### src/rtl/projectile_ctl.sv
// Player projectile controller: launches on a fire press, climbs one
// step per frame tick, retires on hit or screen top, then cools down.
module projectile_ctl #(
  parameter int PLAYER_WIDTH     = 64,
  parameter int PROJECTILE_WIDTH = 16,
  parameter int LAUNCH_Y         = 668,
  parameter int SPEED            = 8,
  parameter int COOLDOWN_FRAMES  = 15
) (
  input  logic        clk,
  input  logic        rst_n,
  input  logic        tick,
  input  logic        fire,
  input  logic        game_active,
  input  logic [11:0] player_xpos,
  input  logic        bullet_hit,
  output logic [11:0] projectile_xpos,
  output logic [11:0] projectile_ypos,
  output logic        bullet_active,
  output logic        shot_fired
);

  localparam int CW = $clog2(COOLDOWN_FRAMES + 2);

  localparam logic [11:0] X_OFF =
    12'((PLAYER_WIDTH - PROJECTILE_WIDTH) / 2);
  localparam logic [11:0] Y_LAUNCH = 12'(LAUNCH_Y);
  localparam logic [11:0] Y_STEP   = 12'(SPEED);
  localparam logic [CW-1:0] CD_LOAD = CW'(COOLDOWN_FRAMES);

  typedef enum logic [1:0] {
    IDLE,
    FLYING,
    COOLDOWN
  } state_t;

  state_t      state_q, state_d;
  logic        fire_q, fire_d;
  logic        pend_q, pend_d;
  logic [CW-1:0] cnt_q, cnt_d;
  logic [11:0] xpos_q, xpos_d;
  logic [11:0] ypos_q, ypos_d;
  logic        act_q, act_d;
  logic        shot_q, shot_d;
  logic        rise;

  assign rise = fire & ~fire_q;

  always_comb begin
    state_d = state_q;
    fire_d  = fire;
    pend_d  = pend_q;
    cnt_d   = cnt_q;
    xpos_d  = xpos_q;
    ypos_d  = ypos_q;
    act_d   = act_q;
    shot_d  = 1'b0;
    if (!game_active) begin
      state_d = IDLE;
      act_d   = 1'b0;
      pend_d  = 1'b0;
      cnt_d   = '0;
    end else begin
      unique case (state_q)
        IDLE: begin
          if (tick && pend_q) begin
            state_d = FLYING;
            xpos_d  = player_xpos + X_OFF;
            ypos_d  = Y_LAUNCH;
            act_d   = 1'b1;
            shot_d  = 1'b1;
            pend_d  = 1'b0;
          end else if (rise) begin
            pend_d = 1'b1;
          end
        end
        FLYING: begin
          // A hit wins over a same-cycle tick so the hit position sticks
          if (bullet_hit) begin
            state_d = COOLDOWN;
            act_d   = 1'b0;
            cnt_d   = CD_LOAD;
          end else if (tick) begin
            if (ypos_q < Y_STEP) begin
              state_d = COOLDOWN;
              act_d   = 1'b0;
              cnt_d   = CD_LOAD;
            end else begin
              ypos_d = ypos_q - Y_STEP;
            end
          end
        end
        COOLDOWN: begin
          if (cnt_q == '0) begin
            state_d = IDLE;
          end else if (tick) begin
            cnt_d = cnt_q - 1'b1;
            if (cnt_q == CW'(1)) state_d = IDLE;
          end
        end
        default: state_d = IDLE;
      endcase
    end
  end

  always_ff @(posedge clk) begin
    if (!rst_n) begin
      state_q <= IDLE;
      fire_q  <= 1'b0;
      pend_q  <= 1'b0;
      cnt_q   <= '0;
      xpos_q  <= '0;
      ypos_q  <= '0;
      act_q   <= 1'b0;
      shot_q  <= 1'b0;
    end else begin
      state_q <= state_d;
      fire_q  <= fire_d;
      pend_q  <= pend_d;
      cnt_q   <= cnt_d;
      xpos_q  <= xpos_d;
      ypos_q  <= ypos_d;
      act_q   <= act_d;
      shot_q  <= shot_d;
    end
  end

  assign projectile_xpos = xpos_q;
  assign projectile_ypos = ypos_q;
  assign bullet_active   = act_q;
  assign shot_fired      = shot_q;

endmodule

### config.mk
export PLATFORM = sky130hd
export DESIGN_NAME = projectile_ctl
export DESIGN_NICKNAME = d
export VERILOG_FILES = /design/src/rtl/projectile_ctl.sv
export SDC_FILE = /design/constraint.sdc
export NUM_CORES = 1
export LEC_CHECK = 0
export BUFFER_PORTS_ARGS = -buffer_cell sky130_fd_sc_hd__buf_2
export CORE_MARGIN = 2
export CORE_UTILIZATION = 50
export CTS_BUF_LIST = sky130_fd_sc_hd__clkbuf_8
export DETAILED_ROUTE_END_ITERATION = 7
export HOLD_SLACK_MARGIN = 0.02
export PLACE_DENSITY_LB_ADDON = 0.08
export SETUP_SLACK_MARGIN = 0.05
export SLEW_MARGIN = 10
export SYNTH_ARGS = -nofsm -noshare
export SYNTH_HDL_FRONTEND = slang
export SYNTH_SLANG_ARGS = --single-unit
### constraint.sdc
create_clock -name clk -period 4.3 [get_ports clk]
set_input_delay 0 -clock clk [delete_from_list [all_inputs] [get_ports clk]]
set_output_delay 0 -clock clk [all_outputs]
set_load 0.03 [all_outputs]
Yosys cells after proc, flatten, opt, wreduce, memory -nomap -nowiden
Index checks and enable logic that the tools add are counted.
{"block": "classes", "addsub": 3, "multipliers": 0, "div_mod_pow": 0, "n_lt_le_gt_ge": 1, "n_eq_ne": 13, "shifts": 0, "n_mux": 27, "bitwise_logic": 2, "n_reduce_logical": 14}
{"op": "$mux W12", "n": 4}
{"op": "$mux W5", "n": 5}
{"op": "$pmux W12 S2", "n": 1}
{"op": "$mux W2", "n": 7}
{"op": "$add A12 B5 Y12 const B", "n": 1}
{"op": "$lt A12 B4 Y1 const B", "n": 1}
{"op": "$ne A2 B2 Y1 const B", "n": 6}
{"op": "$ne A3 B3 Y1 const B", "n": 4}
{"op": "$sub A12 B4 Y12 const B", "n": 1}
{"op": "$pmux W5 S2", "n": 1}
{"op": "$reduce_and A5 Y1", "n": 2}
{"op": "$mux W1", "n": 7}
{"op": "$pmux W2 S3", "n": 1}
{"op": "$reduce_and A3 Y1", "n": 2}
{"op": "$reduce_and A6 Y1", "n": 1}
{"op": "$reduce_bool A2 Y1", "n": 3}
{"op": "$eq A5 B1 Y1 const B", "n": 1}
{"op": "$logic_not A5 Y1", "n": 1}
{"op": "$sub A5 B1 Y5 const B", "n": 1}
{"op": "$reduce_and A2 Y1", "n": 2}
{"op": "$reduce_and A4 Y1", "n": 1}
{"op": "$eq A2 B1 Y1 const B", "n": 1}
{"op": "$eq A2 B2 Y1 const B", "n": 1}
{"op": "$logic_not A2 Y1", "n": 1}
{"op": "other kinds (4)", "n": 4}
{"block": "totals", "regBits": 35, "latch_bits": 0, "mem_bits_rw": 0, "rom_bits": 0, "out_inout_bits": 26, "wordCells": 68, "mem_count": 0}

Logic depth before layout (Yosys ltp)
{"block": "logic_depth", "depth_word": 5, "ltp_mapped": 6, "depth_no_buf": 6}

Least setup slack after synthesis
OpenSTA, ideal clock, no wires.
{"block": "synth_path", "path_type": "register -> register", "startpoint": "reg ypos_q[8] (netlist: projectile_ypos[8])", "endpoint": "reg ypos_q[11] (netlist: projectile_ypos[11])", "setup_ps": 124, "t_arrival_ps": 1554, "t_required_ps": 4176, "setup_slack_ps": 2621, "stages_incl_launch_ff": 5, "path_buffers": 0, "cell_sequence": "dfxtp_1 -> or4_4 -> nor4_4 -> nor3_1 -> mux2i_1"}
{"block": "synth_via", "elab_chain_cells": 5}
{"item": "start, declared", "line_no": "42", "rtl": "logic [11:0] ypos_q, ypos_d;"}
{"item": "start signal, assigned", "line_no": "122", "rtl": "ypos_q <= ypos_d;"}
{"item": "$sub A12 B4 Y12", "line_no": "89", "rtl": "ypos_d = ypos_q - Y_STEP;"}
{"item": "$mux W12", "line_no": "84", "rtl": "if (ypos_q < Y_STEP) begin"}
{"item": "$mux W12", "line_no": "83", "rtl": "end else if (tick) begin"}
{"item": "$mux W12", "line_no": "79", "rtl": "if (bullet_hit) begin"}
{"item": "$pmux W12 S2", "line_no": "64", "rtl": "unique case (state_q)"}
Parallel ways exist; a longest one is shown, timed or not. The select of a mux whose other input is x is not followed.
A chain may end at the register's enable or synchronous reset.

Worst setup path after layout
{"block": "layout_path", "startpoint": "reg state_q[1]", "endpoint": "reg ypos_q[10] (netlist: projectile_ypos[10])"}
{"block": "layout_via", "elab_chain_cells": 3}
{"item": "start, declared", "line_no": "37", "rtl": "state_t state_q, state_d;"}
{"item": "start signal, assigned", "line_no": "117", "rtl": "state_q <= state_d;"}
{"item": "$eq A2 B1 Y1 or $logic_not A2 Y1 (tied branches)", "line_no": "64"}
{"item": "$ne A2 B2 Y1 (no line) or $reduce_bool A2 Y1 (tied branches)"}
{"item": "$reduce_and A6 Y1 (no line)"}
Parallel ways exist; a longest one is shown, timed or not.

==> metrics <==
outcome completed; normalized max-slew margin between 60% and 70%; min-delay worst type input port to register; TritonCTS clock tree built; Clock Tree Buf Depth 2; depth of the worst register-to-register path 4; max-slew violation count 0; highest clock frequency the design can meet ~540 MHz; TritonCTS Buffers 5; worst setup path category register to register; final hold violation count 0; effective utilization at floorplan a little over half; clk sinks 33; Setup Skew 6.687 ps; number of filler instances in the final layout 300; worst-case hold slack around 34 ps; sequential cell area roughly 660 um2; number of synthesized flops with an enable pin 0; ratio of cells with drive above 1 in the final layout between 20% and 30%; number of setup violations in the final report 0; Die Y around 64 um; fraction of the cycle the final worst path needs between 40 and 50%; Inserted Diodes 0; standard-cell rows 21; top-area cell type share of the netlist area a little under two fifths; nature of the critical path endpoint register; drc violations 0; setup total negative slack 0 ps; growth of design area from synthesis to finish 20.64%; commonest cells after routing, fill and taps aside sky130_fd_sc_hd__buf_2, sky130_fd_sc_hd__dfxtp_1, sky130_fd_sc_hd__nand2_1, sky130_fd_sc_hd__nor2_1, sky130_fd_sc_hd__nor3_1; wire length of the first global-routing pass 6.575 mm; hpwl dp roughly 2.8 mm; count of distinct cell types in the synthesized netlist between 50 and 60; floorplan core area roughly 0.0034 mm2; global router's overall resource usage between 20% and 30%; register clock-pin slew on the reported worst setup and hold paths about 70 ps; main flop type after synthesis sky130_fd_sc_hd__dfxtp_1; Ys Warns 0; residual overflow from global routing 0; leading cell type in the layout, fill and taps excluded sky130_fd_sc_hd__buf_2; number of buffers inserted to repair setup after CTS 0; unrepaired setup endpoints after global routing false; total area of multi-input combinational cells 0.001035 mm2; clk_lat worst skew 280 ps; post-synthesis register bit count 33; worst hold stages 3; Worst Path Arrival 2070 ps; cell area after synthesis roughly 0.0018 mm2; width of the die 63.80 um; H-Tree Level Count 2; die outline area approximately 0.0041 mm2; top area cells in the synthesized netlist sky130_fd_sc_hd__dfxtp_1, sky130_fd_sc_hd__nand2_1, sky130_fd_sc_hd__a211oi_1; maximum number of pins on one net before global-route repair 26; maximum vdd ir drop about 220 uV; Initial DRC Count about 150; Root Driver sky130_fd_sc_hd__clkbuf_8; startpoint type of the worst setup path register; number of vias after detailed routing ~1600; Max Fanout on Critical Path 10; biggest area consumer among synthesized cells sky130_fd_sc_hd__dfxtp_1; Wirelength per Cell between 10 and 15 um; number of port buffers 41; sequential share of the synthesized area a little under two fifths; Final min period between 1500 and 2000 ps; Max Cap Violations 0; Gate Count Post-Synth ~210; vias per cell around 5.5; weighted congestion reported at the end of routability-driven placement 0.7987; total number of nets in the final design between 200 and 300; leakage component of the power slightly below 0.0009 uW; Post-DRT Antenna Nets 0; required time of the critical path between 4000 and 5000 ps; antenna violations before repair 0; routed wire length between 3 and 4 mm; Tightest Pin Transition between 500 and 600 ps; total power density per cell area 308.0 mW/mm2; number of detailed-route iterations in the first pass 4; Async S/R FF share, synth 0%; vias in the first global route between 1000 and 1500; number of placed I/O pins 44; Avg Cell Area, Syn 8.555 um2
## cells by family (layout without fill, tap and decap cells)
family / after synthesis / after routing / synth area share, %
and+or+nand+nor: 95 / 95 / 30.65
AOI/OAI and AO/OA: 44 / 44 / 17.71
DFF: 33 / 33 / 36.95
buffers and inverters: 20 / 64 / 5.388
xor gates and xnor gates: 8 / 8 / 3.919
adders and majority gates: 5 / 5 / 3.499
muxes: 3 / 3 / 1.680
other: 1 / 2 / 0.2097
## final cells by class
type                            instances  share of cell area, %
Clock inverter                          2                  1.624
Timing Repair Buffer                   47                  12.18
Clock buffer                            5                  3.190
Multi-Input combinational cell        157                  47.97
Tap cell                               46                  2.668
Sequential cell                        33                  30.63
Inverter                               10                  1.740
## flip-flops by register name, indices dropped and copies added, names as in the netlist
| register | flops |
|---|---|
| bullet_active | 1 |
| pend_q | 1 |
| fire_q | 1 |
| state_q | 2 |
| projectile_xpos | 12 |
| shot_fired | 1 |
| cnt_q | 5 |
| projectile_ypos | 10 |
## cells in the mapped netlist, drive strengths merged (2+ instances only)
cell and instances:
nor3 13, nor4 5, buf 6, o21a 2, mux2i 3, o31a 2
nand4 2, o31ai 2, o2111ai 2, nand2 21, nor3b 3, and2 2
ha 5, nand2b 5, inv 10, nor4b 3, a21oi 11, nand3 4
xor2 5, or3 3, clkbuf 4, a211oi 10, nand3b 4, nor2 20
o21ai 4, o211ai 2, and4bb 2, or4 2, xnor2 3, dfxtp 33
o311ai 2
## where the power goes
group          switching, uW  internal (uW)  leakage [uW]
sequential              3.76            310      0.000267
combinational           44.2           27.7      0.000559
clock                    110            168     0.0000540
## path summary, 6_finish.rpt
path | slack (ps) | start | to
max | 2450 | state_q[1] | projectile_ypos[10]
min reg2reg | 450 | projectile_xpos[5] | projectile_xpos[5]
min | 30 | rst_n | projectile_xpos[9]
max reg2reg | 2450 | state_q[1] | projectile_ypos[10]
## repair_timing
action                                 CTS  global route
endpoints found under the hold margin    5             0
resized for setup                        0             0
hold buffers                             5             0
## critical path: stages, from the launching register on
cell and delay [ps]:
sky130_fd_sc_hd__dfxtp_1 390, sky130_fd_sc_hd__and4bb_1 560, sky130_fd_sc_hd__o21ai_2 210, sky130_fd_sc_hd__or4_1 490, sky130_fd_sc_hd__a21boi_1 140
## stage by stage
stage                     std cells  instance area (um2)  utilization, %  power [uW]  setup slack, ps
after floorplan                 210                 1792               -       368.3             2621
after global placement          288                 2003           59.10       389.4             2547
after detailed placement        288                 2003           59.10       389.0             2487
after CTS                       300                 2157           63.64       672.2             2451
after global routing            300                 2157           63.64       690.6             2319
final                           300                 2157           63.64       664.5             2446
## layer usage
metal  GRT usage, %  up-vias  part of all wire (%)
met2          31.12       52                    43
met4          6.522        0                   1.1
met5              0        -                     0
met1          26.88      736                    49
met3          6.514        4                   6.9
li1               -      851                     -
Power figures use the tool's default switching activity.
